$ cat src/rtl/rule_table_loader_pkg.sv
// rule_table_loader_pkg: command, target, selector and FSM encodings for the rule-table loader
package rule_table_loader_pkg;
  localparam int CMD_ADDR_W = 19;
  localparam int CMD_DATA_W = 64;
  typedef enum logic [1:0] {OP_WRITE = 2'd0, OP_CLEAR = 2'd1, OP_SEL = 2'd2, OP_RSVD = 2'd3} op_e;
  typedef enum logic {TGT_REGEX = 1'b0, TGT_FW = 1'b1} tgt_e;
  localparam logic [31:0] SEL_BOTH  = 32'd0;
  localparam logic [31:0] SEL_REGEX = 32'd1;
  localparam logic [31:0] SEL_FW    = 32'd2;
  typedef enum logic [1:0] {IDLE, WRITE, CLEAR, SEL} state_e;
  typedef struct packed {
    op_e                   op;
    tgt_e                  tgt;
    logic [CMD_ADDR_W-1:0] addr;
    logic [CMD_DATA_W-1:0] data;
  } cmd_t;
  localparam int CMD_W = $bits(cmd_t);
endpackage

$ cat src/rtl/fallthrough_small_fifo.sv
// fallthrough_small_fifo: small show-ahead FIFO; head entry is visible on dout while not empty
module fallthrough_small_fifo #(
  parameter int WIDTH          = 86,
  parameter int MAX_DEPTH_BITS = 2
) (
  input  logic             clk,
  input  logic             rst_n,
  input  logic [WIDTH-1:0] din,
  input  logic             wr_en,
  input  logic             rd_en,
  output logic [WIDTH-1:0] dout,
  output logic             full,
  output logic             empty
);
  localparam int PW = MAX_DEPTH_BITS + 1;
  logic [WIDTH-1:0] mem [2**MAX_DEPTH_BITS];
  logic [PW-1:0] wr_ptr, rd_ptr;
  logic do_wr, do_rd;
  assign do_wr = wr_en && !full;
  assign do_rd = rd_en && !empty;
  assign empty = wr_ptr == rd_ptr;
  assign full = (wr_ptr ^ rd_ptr) == {1'b1, {MAX_DEPTH_BITS{1'b0}}};
  assign dout = mem[rd_ptr[MAX_DEPTH_BITS-1:0]];
  always_ff @(posedge clk)
    if (do_wr) mem[wr_ptr[MAX_DEPTH_BITS-1:0]] <= din;
  always_ff @(posedge clk or negedge rst_n)
    if (!rst_n) begin
      wr_ptr <= '0;
      rd_ptr <= '0;
    end else begin
      if (do_wr) wr_ptr <= wr_ptr + PW'(1);
      if (do_rd) rd_ptr <= rd_ptr + PW'(1);
    end
endmodule

$ cat src/rtl/rule_table_loader.sv
// rule_table_loader: queues host table-update commands and sequences them onto the
// regex/firewall table write ports; also owns the output selector and a sticky error flag.
module rule_table_loader
  import rule_table_loader_pkg::*;
#(
  parameter int REGEX_ADDR_WIDTH    = 14,
  parameter int REGEX_DATA_WIDTH    = 15,
  parameter int REGEX_DEPTH         = 16384,
  parameter int FW_ADDR_WIDTH       = 19,
  parameter int FW_DATA_WIDTH       = 64,
  parameter int FW_DEPTH            = 512,
  parameter int CMD_FIFO_DEPTH_BITS = 2
) (
  input  logic                        axi_aclk,
  input  logic                        axi_aresetn,
  input  logic                        cmd_valid,
  output logic                        cmd_ready,
  input  logic [1:0]                  cmd_op,
  input  logic                        cmd_target,
  input  logic [18:0]                 cmd_addr,
  input  logic [63:0]                 cmd_data,
  output logic [REGEX_DATA_WIDTH-1:0] regex_dout,
  output logic [REGEX_ADDR_WIDTH-1:0] regex_out_addr,
  output logic                        regex_wr_en,
  output logic [FW_DATA_WIDTH-1:0]    firewall_dout,
  output logic [FW_ADDR_WIDTH-1:0]    firewall_out_addr,
  output logic                        firewall_wr_en,
  output logic [31:0]                 output_selector,
  output logic                        busy,
  output logic [31:0]                 write_count,
  output logic                        err,
  input  logic                        err_clr
);
  localparam logic [CMD_ADDR_W:0]   RX_LIM  = (CMD_ADDR_W+1)'(REGEX_DEPTH);
  localparam logic [CMD_ADDR_W:0]   FW_LIM  = (CMD_ADDR_W+1)'(FW_DEPTH);
  localparam logic [CMD_ADDR_W-1:0] RX_LAST = CMD_ADDR_W'(REGEX_DEPTH - 1);
  localparam logic [CMD_ADDR_W-1:0] FW_LAST = CMD_ADDR_W'(FW_DEPTH - 1);
  state_e state, state_nx;
  cmd_t cmd_in, head, cmd_q;
  logic [CMD_W-1:0] fifo_dout;
  logic fifo_full, fifo_empty, pop, in_range, clr, rx_we, fw_we, err_set, sel_ld;
  logic [CMD_ADDR_W-1:0] cnt, last, wr_addr;
  logic [CMD_DATA_W-1:0] wr_data;
  assign cmd_in = {cmd_op, cmd_target, cmd_addr, cmd_data};
  assign head = cmd_t'(fifo_dout);
  assign cmd_ready = !fifo_full;
  assign busy = (state != IDLE) || !fifo_empty;
  assign pop = (state == IDLE) && !fifo_empty;
  assign last = (cmd_q.tgt == TGT_FW) ? FW_LAST : RX_LAST;
  assign in_range = (cmd_q.tgt == TGT_FW) ? ({1'b0, cmd_q.addr} < FW_LIM) : ({1'b0, cmd_q.addr} < RX_LIM);
  fallthrough_small_fifo #(
    .WIDTH(CMD_W),
    .MAX_DEPTH_BITS(CMD_FIFO_DEPTH_BITS)
  ) u_cmd_fifo (
    .clk  (axi_aclk),
    .rst_n(axi_aresetn),
    .din  (cmd_in),
    .wr_en(cmd_valid && cmd_ready),
    .rd_en(pop),
    .dout (fifo_dout),
    .full (fifo_full),
    .empty(fifo_empty)
  );
  always_ff @(posedge axi_aclk or negedge axi_aresetn)
    if (!axi_aresetn) state <= IDLE;
    else state <= state_nx;
  always_comb begin
    state_nx = IDLE;
    if (state == IDLE)
      state_nx = !pop ? IDLE :
                 head.op == OP_WRITE ? WRITE :
                 head.op == OP_CLEAR ? CLEAR :
                 head.op == OP_SEL   ? SEL : IDLE;
    else if (state == CLEAR)
      state_nx = (cnt == last) ? IDLE : CLEAR;
  end
  // Strobes, address and data are computed here and registered below, so a
  // command popped in IDLE shows its first write one edge after entering WRITE/CLEAR.
  always_comb begin
    clr     = state == CLEAR;
    rx_we   = ((state == WRITE && in_range) || clr) && cmd_q.tgt == TGT_REGEX;
    fw_we   = ((state == WRITE && in_range) || clr) && cmd_q.tgt == TGT_FW;
    err_set = (state == WRITE && !in_range) || (pop && head.op == OP_RSVD);
    sel_ld  = state == SEL;
    wr_addr = clr ? cnt : cmd_q.addr;
    wr_data = clr ? '0 : cmd_q.data;
  end
  always_ff @(posedge axi_aclk or negedge axi_aresetn)
    if (!axi_aresetn) begin
      cmd_q             <= '0;
      cnt               <= '0;
      regex_wr_en       <= 1'b0;
      regex_out_addr    <= '0;
      regex_dout        <= '0;
      firewall_wr_en    <= 1'b0;
      firewall_out_addr <= '0;
      firewall_dout     <= '0;
      output_selector   <= SEL_BOTH;
      write_count       <= '0;
      err               <= 1'b0;
    end else begin
      if (pop) cmd_q <= head;
      cnt            <= clr ? cnt + CMD_ADDR_W'(1) : '0;
      regex_wr_en    <= rx_we;
      firewall_wr_en <= fw_we;
      if (rx_we) begin
        regex_out_addr <= wr_addr[REGEX_ADDR_WIDTH-1:0];
        regex_dout     <= wr_data[REGEX_DATA_WIDTH-1:0];
      end
      if (fw_we) begin
        firewall_out_addr <= wr_addr[FW_ADDR_WIDTH-1:0];
        firewall_dout     <= wr_data[FW_DATA_WIDTH-1:0];
      end
      if (sel_ld) output_selector <= cmd_q.data[31:0];
      if (rx_we || fw_we) write_count <= write_count + 32'd1;
      err <= err_set || (err && !err_clr);
    end
endmodule

$ cat config.mk
export PLATFORM = sky130hd
export DESIGN_NAME = rule_table_loader
export DESIGN_NICKNAME = d
export VERILOG_FILES = /design/src/rtl/rule_table_loader_pkg.sv /design/src/rtl/fallthrough_small_fifo.sv /design/src/rtl/rule_table_loader.sv
export SDC_FILE = /design/constraint.sdc
export NUM_CORES = 1
export LEC_CHECK = 0
export BUFFER_PORTS_ARGS = -buffer_cell sky130_fd_sc_hd__clkbuf_2
export CAP_MARGIN = 25
export CORE_MARGIN = 5
export CORE_UTILIZATION = 53
export CTS_CLUSTER_DIAMETER = 40
export DETAILED_ROUTE_END_ITERATION = 6
export PLACE_DENSITY = 0.73
export SETUP_SLACK_MARGIN = 0.2
export SLEW_MARGIN = 40
export SYNTH_ARGS = -nofsm -noshare
export SYNTH_HDL_FRONTEND = slang
export SYNTH_SLANG_ARGS = --single-unit
export TNS_END_PERCENT = 5
$ cat constraint.sdc
create_clock -name axi_aclk -period 3.25 [get_ports axi_aclk]
set_input_delay 0.65 -clock axi_aclk [delete_from_list [all_inputs] [get_ports axi_aclk]]
set_output_delay 0.65 -clock axi_aclk [all_outputs]
set_load 0.005 [all_outputs]
## Word level (Yosys, flattened, before mapping)

Memory sizes are Yosys's and may differ from the RTL's.
Index checks and enable logic that the tools add are counted.

| operators by class | value |
|---|---|
| $add $sub $neg | 4 |
| magnitude comparators | 2 |
| equal/unequal tests | 9 |
| mux-type cells | 14 |
| bitwise gates (word level) | 2 |
| reduce and logical (&&, ||, !) cells | 22 |

Operator list:

| kind | count |
|---|---|
| 2-to-1 mux 64 bit | 1 |
| 2-to-1 mux 19 bit | 2 |
| adder 32 x 1 -> 32 bit (second input constant) | 1 |
| adder 19 x 1 -> 19 bit (second input constant) | 1 |
| equality test 19 x 14 -> 1 bit | 1 |
| < comparator 19 x 10 -> 1 bit (second input constant) | 1 |
| < comparator 19 x 15 -> 1 bit (second input constant) | 1 |
| 2-to-1 mux 14 bit | 1 |
| 2-to-1 mux 2 bit | 7 |
| logical AND 1 bit | 10 |
| equality test 2 bit (second input constant) | 4 |
| adder 3 x 1 -> 3 bit (second input constant) | 2 |
| logical OR 1 bit | 5 |
| equality test 2 x 1 -> 1 bit (second input constant) | 2 |
| logical NOT 1 bit | 4 |
| logical NOT 2 bit | 2 |
| equality test 3 bit | 1 |
| equality test 3 bit (second input constant) | 1 |
| 2-to-1 mux 1 bit | 3 |
| XOR 3 bit | 1 |
| nonzero test 2 bit | 1 |
| inverter 1 bit | 1 |

| word-level totals | value |
|---|---|
| register bits | 290 |
| RAM bits | 344 |
| output and inout bits | 181 |
| memories kept | 1 |

Memory list:

| memory | words | bits a word | read ports | clocked after memory_dff | wr ports | line | RTL |
|---|---|---|---|---|---|---|---|
| u_cmd_fifo.mem | 4 | 86 | 1 | 0 | 1 | fallthrough_small_fifo.sv:16 | `logic [WIDTH-1:0] mem [2**MAX_DEPTH_BITS];` |

## Logic depth before layout (Yosys ltp)

| logic depth | value |
|---|---|
| depth after elaboration | 7 |
| depth in mapped cells | 8 |
| mapped depth without buffers | 6 |

## Hierarchy

From an unflattened synthesis, not the netlist that was laid out.

| unflattened totals | value |
|---|---|
| cell total of the unflattened synthesis | 1414 |
| area, all modules | 24542.3 µm² |

Modules (own cells, without submodules):

| module | instances | cells an instance | area each (µm²) | sequential area each (µm²) |
|---|---|---|---|---|
| fallthrough_small_fifo | 1 | 498 | 12861.1 | 10480.1 |
| rule_table_loader | 1 | 916 | 11681.2 | 7106.8 |

## Worst setup path before layout

No wires, ideal clock.

| path | value |
|---|---|
| path type | reg2reg |
| from | register u_cmd_fifo.rd_ptr[1] |
| to | memory u_cmd_fifo.mem[3][0], enable pin |
| setup time | 0.456 ns |
| arrival | 2.903 ns |
| required time | 2.794 ns |
| path slack | -0.109 ns |
| cell stages (with the launch flop) | 5 |
| period minus slack after synthesis | 3.359 ns |
| cells stage by stage | dfrtp_1 -> buf_2 -> xnor2_1 -> nand3_1 -> and3_1 |

| between the ends | value |
|---|---|
| longest elaborated chain between the ends | 7 |

RTL lines:

| item | line | RTL |
|---|---|---|
| start, declared | fallthrough_small_fifo.sv:17 | `logic [PW-1:0] wr_ptr, rd_ptr;` |
| start signal, assigned | fallthrough_small_fifo.sv:32 | `if (do_rd) rd_ptr <= rd_ptr + PW'(1);` |
| XOR 3 bit * | fallthrough_small_fifo.sv:22 | `assign full = (wr_ptr ^ rd_ptr) == {1'b1, {MAX_DEPTH_BITS{1'b0}}};` |
| equality test 3 bit * | fallthrough_small_fifo.sv:22 |  |
| logical NOT 1 bit * | rule_table_loader.sv:46 | `assign cmd_ready = !fifo_full;` |
| net cmd_ready | rule_table_loader.sv:17 | `output logic cmd_ready,` |
| logical AND 1 bit | rule_table_loader.sv:58 | `.wr_en(cmd_valid && cmd_ready),` |
| logical AND 1 bit * | fallthrough_small_fifo.sv:19 | `assign do_wr = wr_en && !full;` |
| 2-to-1 mux 1 bit * | fallthrough_small_fifo.sv:25 | `if (do_wr) mem[wr_ptr[MAX_DEPTH_BITS-1:0]] <= din;` |
| 2-to-1 mux 1 bit (implied by the code) * | fallthrough_small_fifo.sv:25 |  |
| end, declared | fallthrough_small_fifo.sv:16 |  |

The timed path passes the listed nets; every way through them passes the cells marked *.

## Worst setup path after layout

| path | value |
|---|---|
| from | register state[0] |
| to | register firewall_dout[33] |

| between the ends | value |
|---|---|
| longest elaborated chain between the ends | 4 |
| elaborated cells between the ends (all ways) | 6 |
| classes of those cells | 2 x eq/ne; 1 x mux; 3 x reduce/logical |

RTL lines:

| item | line | RTL |
|---|---|---|
| start, declared | rule_table_loader.sv:38 | `state_e state, state_nx;` |
| start signal, assigned | rule_table_loader.sv:66 | `else state <= state_nx;` |
| equality test 2 x 1 -> 1 bit | rule_table_loader.sv:82 | `fw_we = ((state == WRITE && in_range) \|\| clr) && cmd_q.tgt == TGT_FW;` |
| logical AND 1 bit | rule_table_loader.sv:82 |  |
| logical OR 1 bit | rule_table_loader.sv:82 |  |
| logical AND 1 bit | rule_table_loader.sv:82 |  |
| end signal, assigned | rule_table_loader.sv:112 | `firewall_dout <= wr_data[FW_DATA_WIDTH-1:0];` |
| end, declared | rule_table_loader.sv:25 | `output logic [FW_DATA_WIDTH-1:0] firewall_dout,` |

Several ways; a longest one is shown, not always the timed one.
A chain may end at the register's enable or synchronous reset.

==> impl_metrics.tcl <==
set metrics [dict create \
    die_x_um 225 \
    fin_crit_ns 2.84 \
    gp_congestion 0.815 \
    numCtsBuffers 83 \
    wire_per_inst_um 22.6 \
    pre_cts_slack_ns 0.495 \
    crit_type "flip-flop to flip-flop" \
    max-slew-margin-rel 0.456 \
    overflow 0 \
    p_int_mw 20.6 \
    seq_area_frac_synth 0.721 \
    status "completed" \
    synth_mux_area_frac 0.159 \
    hold_viol 0 \
    io_buffers 270 \
    power.share.clock 0.322 \
    fmax_mhz 352 \
    hp-class "input port to asynchronous set/reset pin" \
    initial_core_util 0.536 \
    rrSetupSlack_ns 0.41 \
    p_leak_nw 12.1 \
    worstReg2RegStart "state[0]$_DFF_PN0_" \
    dieHeight_um 225 \
    synthToLayoutAreaGrowth_pct 21.3 \
    yosys-top-cells-area "edfxtp_1 42%, dfrtp_1 30%, mux4_2 7.9%, mux2_2 7.5%, a21bo_2 2.0%" \
    vdd.ir_drop.worst_mv 0.587 \
    ys_types 41 \
    synth_top_family_by_area "multiplexers" \
    cts_root_buf "clkbuf_16" \
    grt_use_total 0.218 \
    h-tree-depth 3 \
    worst-r2r-cell-count 6 \
    synth-simple-area-share 0.0536 \
    synth_xor_area_frac 0.0194 \
    cap_violations 0 \
    crit_fanout 49 \
    syn-cell-area_um2 24400 \
    drc_errors 0 \
    stdcell_count 2374 \
    postCtsSetupBuffers 0 \
    drt_first_iter_violations 830 \
    cts_resized 0 \
    swShare 0.299 \
    setup_tns_ns 0 \
    holdWs_ns 0.0211 \
    drtAntennaViolNets 0 \
    finalSetupViolations 0 \
    use_met3 0.0542 \
    coreArea_um2 45500 \
    worst_slack_ns 0.410 \
    drive_above_1_share 0.431 \
    final_core_util 0.651 \
    synth_edf_count 344 \
    async_flop_share 0.457 \
    fin_nets 1802 \
    dr.pass1.iters 5 \
    grt_pass1_vias 14500 \
    synth_top_area_cell "edfxtp_1" \
    worstPathArrival_ns 3.39 \
    powerDensity_nw_per_um2 990 \
    vias 13400 \
    power.share.combinational 0.272 \
    synth-adder-area-share 0.00410 \
    postCtsHoldBufs 0 \
    final_max_slew_viol_count 0 \
    p_seq_frac 0.406 \
    clkTransAtPathRegs_ns 0.06 \
    clk_path_buf_depth 3 \
    r2r-end "firewall_dout[33]$_DFFE_PN0P_" \
    synth_seq_cells 634 \
    grtUsageMet1 0.290 \
    synth_common_cells "344 x edfxtp_1, 290 x dfrtp_1, 163 x mux2_2" \
    avgSynthCellArea_um2 17.5 \
    dp_hpwl_mm 33.0 \
    grt_most_used_layer "met2" \
    grt_antenna_before_repair 4 \
    synth_fp_nets 1490 \
    grt_pass1_wl_mm 85.1 \
    rows 78 \
    cts_sinks 634 \
    viasPerCell 5.64 \
    num_io_pins 271 \
    rsz0062_at_grt "no" \
    clock_skew_ns 0.0217 \
    clock_latency_ns 0.61 \
    fin_crit_sh 0.874 \
    cp-end-kind "flip-flop" \
    grt_start_max_net_pins 68 \
    yosysMostFrequentCell "edfxtp_1" \
    dp_cells 2219 \
    tritoncts "done" \
    yosys_warnings 0 \
    die-area_um2 50400 \
    use_met2 0.364 \
    synth_compound_area_frac 0.0260 \
    drt-total-wl_mm 53.7 \
    tightest_slew_ns 0.815 \
    synth_cells 1392 \
    switchingPower_mw 8.76 \
    critPathRequiredTime_ns 3.80 \
    dominantRegCellSynth "edfxtp_1" \
    synth.top_cell.area_share 0.423 \
    startpoint_type "flip-flop" \
]
placed cells by master (no fill, tap or decap), drive strengths merged, types with 2 or more instances in the layout:
cell type	synthesis	final
a21bo	49	49
a21oi	2	2
a31oi	3	3
a32o	2	2
and2	14	14
and3	9	9
buf	32	35
bufinv	0	10
clkbuf	45	367
clkinv	0	22
clkinvlp	0	5
dfrtp	290	290
edfxtp	344	344
ha	8	8
inv	25	44
mux2	165	165
mux2i	8	8
mux4	86	86
nand2	84	84
nand2b	2	2
nand3	25	25
nand4	55	55
nor2	37	37
nor2b	2	2
nor3	17	17
nor4	8	8
o21ai	14	14
or4	4	4
xnor2	18	18
xor2	36	36
layout make-up:
cell class              instances  area (µm²)
flip-flops and latches        634       17600
fillers                      3135       15900
multi-input cells             656        6470
clock buffers                  98        2270
repair buffers                304        1760
well taps                     600         751
clock inverters                56         666
inverters                      25        93.8
diodes                          1        2.50
metrics by stage:
step | power, mW | instance area, µm²
finish | 29.3 | 29600
global route | 30.8 | 29600
CTS | 29.7 | 29600
detailed placement | 20.1 | 26700
global placement | 19.8 | 26700
floorplan | 17.2 | 24400
registers in the layout, indices dropped and copies added, names as in the netlist, 2 cells and up:
| signal | flops |
|---|---|
| u_cmd_fifo.mem | 344 |
| u_cmd_fifo.rd_ptr | 3 |
| state | 2 |
| regex_dout | 15 |
| firewall_out_addr | 19 |
| output_selector | 32 |
| regex_out_addr | 14 |
| write_count | 32 |
| firewall_dout | 64 |
| cmd_q | 84 |
| u_cmd_fifo.wr_ptr | 3 |
| cnt | 19 |
routing by layer:
| metal | share of wire | wire length [µm] | up-vias |
|---|---|---|---|
| li1 | - | - | 5931 |
| met1 | 0.41 | 22000 | 6994 |
| met2 | 0.50 | 26900 | 376 |
| met3 | 0.067 | 3620 | 90 |
| met4 | 0.021 | 1130 | 6 |
| met5 | 0.00063 | 34 | - |
power by group through the flow:
stage | logic (mW) | registers, mW | clock network (mW)
final | 7.96 | 11.9 | 9.45
after global routing | 8.66 | 12.1 | 10.0
after detailed placement | 8.07 | 12.0 | 0
after floorplan | 5.42 | 11.8 | 0
after CTS | 8.13 | 11.9 | 9.64
after global placement | 7.88 | 11.9 | 0
worst max-delay path, cell delays in order, from the launching register on:
cell and delay [ns]:
dfrtp_1 0.56, nor2b_1 0.43, or3b_1 0.50, nor3_4 0.27, buf_4 0.58, nand4_1 0.20, a21bo_2 0.24
kinds of logic (layout without fill, tap and decap cells):
group / count (synthesis) / count (layout)
buf+inv: 102 / 483
mux: 259 / 259
fa+ha+maj: 8 / 8
other cells: 0 / 1
simple gates: 262 / 262
compound gates: 73 / 73
flops: 634 / 634
xor+xnor: 54 / 54
worst max-delay path by stage:
stage | cells past startpoint | to | start | slack [ns]
after floorplan | 4 | u_cmd_fifo.mem[1][0]$_DFFE_PP_ | u_cmd_fifo.rd_ptr[1]$_DFFE_PN0P_ | -0.08
after global placement | 6 | firewall_dout[43]$_DFFE_PN0P_ | cmd_q[80]$_DFFE_PN0P_ | 0.61
after detailed placement | 6 | firewall_dout[33]$_DFFE_PN0P_ | cmd_q[80]$_DFFE_PN0P_ | 0.49
after CTS | 6 | firewall_dout[33]$_DFFE_PN0P_ | cmd_q[80]$_DFFE_PN0P_ | 0.46
after global routing | 6 | firewall_dout[20]$_DFFE_PN0P_ | state[0]$_DFF_PN0_ | 0.30
final | 6 | firewall_dout[33]$_DFFE_PN0P_ | state[0]$_DFF_PN0_ | 0.41
(Power assumes the default switching activity.)
